$ cat src/rtl/atomic_region_monitor.sv
// atomic_region_monitor: PC-tracking monitor that enforces atomic, entry/exit-controlled
// execution of up to four protected code regions and requests a core reset on violation.
//   clk, reset_n          clock, asynchronous active-low reset
//   pc, irq, dma_en       sampled core activity
//   res                   registered reset request to the core
//   viol, viol_cause      one-cycle violation pulse, sticky cause of the last violation
//   viol_count            saturating violation count
//   in_region, active_region  ATOMIC indicator and current region index
module atomic_region_monitor #(
    parameter int                    N_REGIONS     = 2,
    parameter logic [N_REGIONS*16-1:0] FST_ADDRS   = {16'hB000, 16'hA000},
    parameter logic [N_REGIONS*16-1:0] LST_ADDRS   = {16'hB03E, 16'hA0FE},
    parameter logic [15:0]           RESET_HANDLER = 16'hFFFE,
    parameter int                    HOLD_CYCLES   = 4,
    parameter bit                    IRQ_ALLOWED   = 1'b0
) (
    input  logic        clk,
    input  logic        reset_n,
    input  logic [15:0] pc,
    input  logic        irq,
    input  logic        dma_en,
    output logic        res,
    output logic        viol,
    output logic [2:0]  viol_cause,
    output logic [7:0]  viol_count,
    output logic        in_region,
    output logic [1:0]  active_region
);
    typedef enum logic [1:0] {KILL, RUN, ATOMIC} state_t;
    state_t      state_q, state_d;
    logic [7:0]  hold_q, hold_d, cnt_q, cnt_d;
    logic [2:0]  cause_q, cause_d, cause;
    logic [1:0]  reg_q, reg_d, h;
    logic        lst_q, lst_d, res_q, res_d, viol_q, viol_d;
    logic        h_hit, h_fst, h_one, in_a, a_lst;
    // h is the lowest-index region containing pc; in_a/a_lst describe the active region
    always_comb begin
        h     = '0;
        h_hit = 1'b0;
        h_fst = 1'b0;
        h_one = 1'b0;
        in_a  = 1'b0;
        a_lst = 1'b0;
        for (int r = N_REGIONS - 1; r >= 0; r--) begin
            logic [15:0] f, l;
            logic        hh;
            f  = FST_ADDRS[16*r +: 16];
            l  = LST_ADDRS[16*r +: 16];
            hh = pc >= f && pc <= l;
            if (hh) begin
                h     = 2'(r);
                h_hit = 1'b1;
                h_fst = pc == f;
                h_one = f == l;
            end
            if (2'(r) == reg_q) begin
                in_a  = hh;
                a_lst = pc == l;
            end
        end
    end
    always_comb begin
        state_d = state_q;
        hold_d  = hold_q;
        lst_d   = lst_q;
        reg_d   = reg_q;
        cause_d = cause_q;
        cnt_d   = cnt_q;
        cause   = 3'd0;
        case (state_q)
            KILL: begin
                hold_d = hold_q == 8'd0 ? 8'd0 : hold_q - 8'd1;
                if (hold_q == 8'd0 && pc == RESET_HANDLER) state_d = RUN;
            end
            RUN: begin
                if (h_hit && h_fst) begin
                    state_d = ATOMIC;
                    reg_d   = h;
                    lst_d   = h_one;
                end else if (h_hit) begin
                    cause = 3'd1;
                end
            end
            ATOMIC: begin
                if (in_a) begin
                    lst_d = a_lst;
                end else if (lst_q && h_hit && h_fst) begin
                    reg_d = h;
                    lst_d = h_one;
                end else if (lst_q) begin
                    state_d = RUN;
                end else begin
                    cause = 3'd2;
                end
                if (cause == 3'd0 && irq && !IRQ_ALLOWED) cause = 3'd3;
                else if (cause == 3'd0 && dma_en) cause = 3'd4;
            end
            default: state_d = KILL;
        endcase
        if (cause != 3'd0) begin
            state_d = KILL;
            hold_d  = 8'(HOLD_CYCLES - 1);
            cause_d = cause;
            cnt_d   = cnt_q == 8'hFF ? 8'hFF : cnt_q + 8'd1;
        end
        viol_d = cause != 3'd0;
        res_d  = state_d == KILL;
    end
    always_ff @(posedge clk or negedge reset_n) begin
        if (!reset_n) begin
            state_q <= KILL;
            hold_q  <= 8'(HOLD_CYCLES - 1);
            lst_q   <= 1'b0;
            reg_q   <= '0;
            cause_q <= '0;
            cnt_q   <= '0;
            res_q   <= 1'b1;
            viol_q  <= 1'b0;
        end else begin
            state_q <= state_d;
            hold_q  <= hold_d;
            lst_q   <= lst_d;
            reg_q   <= reg_d;
            cause_q <= cause_d;
            cnt_q   <= cnt_d;
            res_q   <= res_d;
            viol_q  <= viol_d;
        end
    end
    assign res           = res_q;
    assign viol          = viol_q;
    assign viol_cause    = cause_q;
    assign viol_count    = cnt_q;
    assign in_region     = state_q == ATOMIC;
    assign active_region = reg_q;
endmodule

$ cat config.mk
export PLATFORM = sky130hd
export DESIGN_NAME = atomic_region_monitor
export DESIGN_NICKNAME = d
export VERILOG_FILES = /design/src/rtl/atomic_region_monitor.sv
export SDC_FILE = /design/constraint.sdc
export NUM_CORES = 1
export LEC_CHECK = 0
export CORE_MARGIN = 2
export CORE_UTILIZATION = 25
export DETAILED_ROUTE_END_ITERATION = 8
export MAX_ROUTING_LAYER = met4
export PLACE_DENSITY_LB_ADDON = 0.12
export SLEW_MARGIN = 30
export SYNTH_ARGS = -nofsm -noshare
export SYNTH_HDL_FRONTEND = slang
export SYNTH_SLANG_ARGS = --single-unit
$ cat constraint.sdc
create_clock -name clk -period 6.5 [get_ports clk]
set_input_delay 1.3 -clock clk [delete_from_list [all_inputs] [get_ports clk]]
set_output_delay 1.3 -clock clk [all_outputs]
set_load 0.05 [all_outputs]
## Word-level counts from Yosys, hierarchy flattened

Index checks and enable logic that the tools add are counted.

- Bits in registers: 26
- Output and inout bits: 16
- Word-level logic and storage cells: 83

- $add $sub $neg: 2
- $lt $le $gt $ge: 4
- Equality and inequality tests: 13
- Multiplexer cells: 38
- Reduce and logical (&&, ||, !) cells: 18

Operators by type and width:

| cell | number |
|---|---|
| 16-bit == test, second input constant | 5 |
| 16-bit >= comparator, second input constant | 2 |
| 16-bit <= comparator, second input constant | 2 |
| 8-bit two-way mux | 4 |
| 2-bit two-way mux | 12 |
| 1-bit two-way mux | 15 |
| 3-bit two-way mux | 3 |
| 8-bit by 1-bit adder with 8-bit output, second input constant | 1 |
| 8-bit == test, second input constant | 1 |
| 1-bit logical AND | 8 |
| 8-bit zero test | 1 |
| 8-bit by 1-bit subtractor with 8-bit output, second input constant | 1 |
| 2-bit zero test | 3 |
| 2-bit case mux with 3 select lines | 1 |
| 3-bit case mux with 2 select lines | 1 |
| 2-bit inequality test, second input constant | 2 |
| 2-bit case mux with 2 select lines | 1 |
| 4-bit AND reduction | 1 |
| 2-bit nonzero test | 2 |
| 3-bit zero test | 1 |
| 3-bit by 1-bit inequality test with 1-bit output, second input constant | 1 |
| 3-bit AND reduction | 1 |
| 3-bit nonzero test | 1 |
| 1-bit by 2-bit == test with 1-bit output, first input constant | 1 |
| 4 further kinds | 4 |

## Logic depth before layout (Yosys ltp)

Gate-level depths: netlist of run 1.

- Word-level depth: 17
- Depth in mapped cells: 9

## Least setup slack after synthesis of run 1

No wires, ideal clock.

- Kind: input port to flip-flop
- Start point: input pc[10]
- End point: register cnt_q[5] (netlist: viol_count[5])
- Library setup time: 0.128 ns
- Arrival time: 3.249 ns
- Path slack: 3.124 ns
- Stages on the path: 7
- Path buffers: 1
- Cell sequence: nor4_4 > nand4_2 > or4b_4 > a311oi_4 > buf_6 > o31ai_1 > mux2_1

- Longest elaborated chain between the ends: 15
- Elaborated cells between the ends (all ways): 29

RTL lines:

| element | line | source |
|---|---|---|
| start, declared | 19 | `input logic [15:0] pc,` |
| 16-bit >= comparator / 16-bit <= comparator (equally long branches) | 49 | `hh = pc >= f && pc <= l;` |
| 1-bit logical AND | 49 |  |
| 1-bit two-way mux (2 in series) | 50 | `if (hh) begin` |
| 1-bit logical AND (2 in series) | 87 | `end else if (lst_q && h_hit && h_fst) begin` |
| 2-bit two-way mux | 87 |  |
| 2-bit two-way mux | 85 | `if (in_a) begin` |
| 3-bit two-way mux | 70 | `case (state_q)` |
| 3-bit zero test | 95, 96 |  |
| 1-bit logical AND | 96 | `else if (cause == 3'd0 && dma_en) cause = 3'd4;` |
| 3-bit two-way mux | 96 |  |
| 3-bit two-way mux | 95 | `if (cause == 3'd0 && irq && !IRQ_ALLOWED) cause = 3'd3;` |
| 3-bit case mux with 2 select lines (*) | 70 |  |
| 3-bit nonzero test (*) | 100 | `if (cause != 3'd0) begin` |
| end signal, assigned | 125 | `cnt_q <= cnt_d;` |
| end, declared | 31 | `logic [7:0] hold_q, hold_d, cnt_q, cnt_d;` |

Every way passes the cells marked *; elsewhere a longest branch is shown, timed or not. The select of a mux whose other input is x is not followed.
A chain may end at the register's enable or synchronous reset.

## Final worst setup path of run 1

- Start point: input pc[13]
- End point: register cnt_q[0] (netlist: viol_count[0])

The elaborated chain is that of the path after synthesis.

==> impl_metrics.yaml, run 1 <==
cts:
  clk_path_buf_depth: 2
  cts_resized: 0
  cts_sinks: 25
  cts_made_buffers: 3
  holdBufCountCts: 0
  ctsHtreeMaxLevel: 1
  path_clk_slew_ps: 100
  cts_root_buf: "clkbuf_8"
  cts_tree: "built"
  postCtsSetupBuffers: 0
  insertion_delay_ps: 270
global_route:
  grt_antenna_before_repair: 0
  grt_pass1_vias: 1425
  grt_max_degree: 26
  gr-total-overflow: 0
  grt_use_total_pct: 11.76
  grt_pass1_wl_um: 6906
layout:
  n_fill_cell: 713
  fin_nets: 246
  diodes: 0
  multiInputGateArea_um2: 989.7
  syn_to_final_growth_pct: 27.93
  register_area_um2: 629.4
  postLayoutCoreUtil_pct: 32.68
  final_area_um2: 2183
  drive_gt1_share_pct: 11.01
yosys:
  ys_types: 54
  syn_nets: 210
  netlist_area_um2: 1707
  netlist.area_leader.share_pct: 32.26
  synth_edf_count: 0
  yosysWarnings: 0
  avgSynthCellArea_um2: 9.326
  async_flop_share_pct: 100.0
  synth_area_leaders: "dfrtp_1 (32%), ha_1 (5.1%), dfstp_2 (4.6%)"
  synth_top_area_cell: "dfrtp_1"
  seq_area_frac_synth_pct: 36.88
  synth_common_cells: "dfrtp_1 (22), nand2_1 (16), inv_1 (13)"
  synth-main-ff-cell: "dfrtp_1"
  ys_seq_elements: 25
  synth_most_common_cell: "dfrtp_1"
  synth_cells: 183
worst_setup_path:
  cp-start-kind: "input pin"
  arrival_ps: 4250
  slowest_stage: "or4b_4"
  r2r-start: "active_region[0]"
  cp_common_cell: "nor3_2"
  critPathCaptureType: "flop"
  regToRegSetupSlack_ps: 3960
  r2r-end: "viol_count[0]"
  cp.required_ps: 6660
  ff2ff_path_depth: 7
  cp_max_fo: 11
  path_cells: "clkdlybuf4s50_1 -> nor4bb_4 -> nor3_2 -> or4b_4 -> a311oi_4 -> nor3_2 -> inv_2 -> mux2_1"
  cp_slowest_stage_delay_ps: 600
  worst-setup-path-type: "input pin to flop"
timing:
  worstMarginPinSlew_ps: 570.3
  relSlewSlack_pct: 61.98
  tns_ps: 0
  fmax_mhz: 244.8
  period_minus_slack_ps: 4085
  setup_slack_ps: 2415
  setup_viol_count_final: 0
  slew_violations: 0
  finalHoldViolCount: 0
  fin_skew_ps: 10.22
  layout_worst_path_cycle_share_pct: 62.84
  rsz0062_at_grt: "no"
routing:
  vias: 1488
  wl_per_cell_um: 13.70
  vias_per_cell: 4.993
  drtIter0Drc: 29
  drc: 0
  drt-total-wl_um: 4083
  drt_pass1_iterations: 4
  detail-route-antenna-nets: 0
die:
  rows: 30
  io-pin-count: 36
  die_area_um2: 7503
  die_h_um: 86.62
  die_w_um: 86.62
  initial_core_util_pct: 25.54
  core_um2: 6681
hold_path:
  hp-class: "flop to flop"
  hold-path-cell-count: 1
  hold_end: "viol_cause[1]"
  hold_start: "viol_cause[1]"
placed_design:
  placed_area_um2: 2135
  gp_congestion: 0.8426
  io_buffers: 34
  dp_slack_ps: 2120
  dp_hpwl_um: 3184
power_and_ir_drop:
  leakage_nw: 0.9275
  ir_drop_mv: 0.06160
  power_density_nw_per_um2: 193.2
status:
  status: "finished clean"
flow_run:
  maxCapViolCount: 0
## state kept, by name, indices dropped and copies added (netlist names)
name / cells
res: 1
active_region: 1
viol: 1
viol_count: 8
hold_q: 8
state_q: 2
lst_q: 1
viol_cause: 3
## layout make-up
type | count | share of cell area, %
Multi-Input combinational cell | 138 | 45.33
Clock inverter | 1 | 0.3438
Tap cell | 80 | 4.585
Clock buffer | 3 | 1.891
Inverter | 14 | 2.407
Sequential cell | 25 | 28.83
Timing Repair Buffer | 37 | 16.62
## layer usage
layer	GRT usage, %	vias up	share of wire [%]
met1	15.47	704	48
met5	-	-	0
li1	-	755	-
met3	1.333	2	3.0
met4	4.119	0	1.0
met2	18.74	27	48
## power by group
part | switching (mW) | internal [mW] | total (mW)
combinational | 0.0601 | 0.0582 | 0.118
clock | 0.0521 | 0.0434 | 0.0956
sequential | 0.0221 | 0.186 | 0.208
total | 0.134 | 0.287 | 0.422
## metrics by stage
stage	total power, mW	hold WS [ps]	instances
floorplan	0.2895	510.0	183
global placement	0.3320	501.5	294
detailed placement	0.3287	482.9	294
CTS	0.4266	504.8	298
global route	0.4583	540.4	298
finish	0.4217	503.3	298
## critical path, delay by kind of cell
| family | cells | cell delay (ps) |
|---|---|---|
| muxes | 1 | 340 |
| and+or+nand+nor | 4 | 1300 |
| buffers and inverters | 2 | 710 |
| AOI/OAI and AO/OA | 1 | 590 |
## cells in the final DEF, fill, tap and decap left out, drive strengths merged, types with 2 or more instances in the layout
cell type,synthesis,routed
clkdlybuf4s50,0,34
dfrtp,22,22
nand2,16,16
inv,14,14
nor4,10,10
nor2,9,9
o21ai,8,8
nand3,7,7
a21oi,7,7
ha,7,7
nor3,7,7
and2,5,5
and3,5,5
a31oi,4,4
o31ai,4,4
nand4,4,4
mux2,4,4
or4,3,3
a21o,3,3
xnor2,3,3
a211oi,3,3
clkbuf,3,3
dfstp,3,3
buf,3,3
o31a,2,2
o21a,2,2
or2,2,2
a41oi,2,2
mux2i,2,2
o41ai,2,2
## cell families after synthesis
family | share of synthesized area (%)
DFF | 36.88
other | 0.2197
and+or+nand+nor | 28.08
xor gates and xnor gates | 1.540
muxes | 3.812
adders and majority gates | 5.132
AOI/OAI and AO/OA | 19.21
buffers and inverters | 5.132
## worst max-delay path by stage
stage                      start            end  cells after the start
after global placement    pc[14]  viol_count[0]                      8
after detailed placement  pc[13]  viol_count[0]                      8
after CTS                 pc[13]  viol_count[0]                      8
final                     pc[13]  viol_count[0]                      8
after floorplan           pc[10]  viol_count[5]                      7
after global routing      pc[13]  viol_count[0]                      8
Power figures use the tool's default switching activity.
==> run 2: changes to the inputs <==
==> constraint.sdc (replaced) <==
create_clock -name clk -period 3.5 [get_ports clk]
set_input_delay 0.7 -clock clk [delete_from_list [all_inputs] [get_ports clk]]
set_output_delay 0.7 -clock clk [all_outputs]
set_load 0.05 [all_outputs]
==> run 2 against run 1 <==
  * Combinational power grew 84%
  * Clock power grew 87%
  * Final cell count grew 2.0%
  * Clock-buffer cell count is the same
  * Flip-flop and latch count is the same
  * Utilization grew 0.67 points
  * Critical path depth is the same
  * Clock skew shrank 7.2 ps
  * Power grew 85%
  * Non-clock buffer count grew 6
  * Final area grew 2.1%
  * Highest routed layer unchanged
==> impl_metrics.yaml, run 2 (synthesis gave the netlist of run 1 again) <==
status:
  status: "finished clean"
global_route:
  gr-total-overflow: 0
  grt_max_degree: 26
  grt_antenna_before_repair: 0
  grt_use_total_pct: 12.10
  grt_pass1_vias: 1536
  grt_pass1_wl_um: 7113
routing:
  detail-route-antenna-nets: 0
  drc: 0
  drt-total-wl_um: 4187
  vias: 1543
  wl_per_cell_um: 13.77
  vias_per_cell: 5.076
  drt_pass1_iterations: 4
  drtIter0Drc: 42
die:
  core_um2: 6681
  die_area_um2: 7503
  die_h_um: 86.62
  die_w_um: 86.62
  initial_core_util_pct: 25.54
  io-pin-count: 36
  rows: 30
worst_setup_path:
  cp-start-kind: "input pin"
  r2r-start: "hold_q[2]"
  critical_path.endpoint: "viol_count[0]"
  ff2ff_path_depth: 6
  r2r-end: "state_q[1]"
  cp.required_ps: 3660
  cp_max_fo: 7
  worst-setup-path-type: "input pin to flop"
  arrival_ps: 3270
  regToRegSetupSlack_ps: 1140
  critPathCaptureType: "flop"
  crit_start: "pc[13]"
power_and_ir_drop:
  power_density_nw_per_um2: 350.4
  leakage_nw: 0.9575
  ir_drop_mv: 0.09891
layout:
  final_cell_mix: "clkdlybuf4s50_1 (34), dfrtp_1 (22), nand2_1 (16), inv_1 (13)"
  n_fill_cell: 715
  final_common_cell: "clkdlybuf4s50_1"
  diodes: 0
  fin_nets: 252
  drive_gt1_share_pct: 13.39
  final_area_um2: 2228
  syn_to_final_growth_pct: 30.57
cts:
  cts_made_buffers: 3
  cts_root_buf: "clkbuf_8"
  clk_path_buf_depth: 2
  cts_tree: "built"
  cts_sinks: 25
  postCtsSetupBuffers: 0
  holdBufCountCts: 0
  path_clk_slew_ps: 100
  cts_resized: 0
  insertion_delay_ps: 270
  ctsHtreeMaxLevel: 1
timing:
  setup_viol_count_final: 0
  slew_violations: 0
  finalHoldViolCount: 0
  fmax_mhz: 321.3
  tns_ps: 0
  rsz0062_at_grt: "no"
  layout_worst_path_cycle_share_pct: 88.93
  period_minus_slack_ps: 3112
  relSlewSlack_pct: 63.17
  fin_skew_ps: 2.981
  worstMarginPinSlew_ps: 544.8
  hold_slack_ps: 486.3
hold_path:
  hold_start: "viol_cause[1]"
  hp-class: "flop to flop"
flow_run:
  maxCapViolCount: 0
placed_design:
  placed_area_um2: 2180
  io_buffers: 34
  gp_congestion: 0.8287
  dp_hpwl_um: 3248
==> run 2: final cells by class <==
class                           count  area, um2  area share [%]
Multi-Input combinational cell    138      989.7           44.41
Clock inverter                      1      7.507          0.3369
Tap cell                           80      100.1           4.492
Inverter                           14      52.55           2.358
Sequential cell                    25      629.4           28.24
Clock buffer                        3      41.29           1.853
Timing Repair Buffer               43      407.9           18.30
==> run 2: worst min-delay path by stage <==
stage,end,slack (ps),cells past startpoint
2_1_floorplan,active_region[0],400,0
3_3_place_gp,viol_cause[2],460,1
3_5_place_dp,viol_cause[2],470,1
4_1_cts,viol_cause[2],500,1
5_1_grt,viol_cause[1],500,1
6_report,viol_cause[1],490,1
==> run 2: layer usage <==
layer	track usage [%]	up-vias	share of wire [%]
met1	15.11	741	49
met5	-	-	0
li1	-	767	-
met4	3.835	0	1.4
met3	1.238	4	2.7
met2	20.56	31	47
==> run 2: critical path: stages <==
cell,delay [ps]
clkdlybuf4s50_1,490
nor4bb_4,350
nor3_2,100
or4b_4,590
a311oi_4,490
nor3_2,110
inv_2,110
mux2_1,320
==> run 2: stage by stage <==
| step | cells | utilization (%) | worst slack, ps | power [mW] |
|---|---|---|---|---|
| global route | 304 | 33.35 | 285.0 | 0.8537 |
| floorplan | 183 | - | 723.6 | 0.5377 |
| finish | 304 | 33.35 | 387.5 | 0.7808 |
| CTS | 304 | 33.35 | 388.7 | 0.7938 |
| detailed placement | 300 | 32.62 | 94.31 | 0.6081 |
| global placement | 300 | 32.62 | 161.8 | 0.6119 |
==> run 2: where the power goes <==
group          internal (mW)  switching [mW]  leakage (nW)
clock network         0.0807          0.0986        0.0217
registers              0.345          0.0397         0.303
logic                  0.109           0.108         0.633
total                  0.534           0.246         0.957
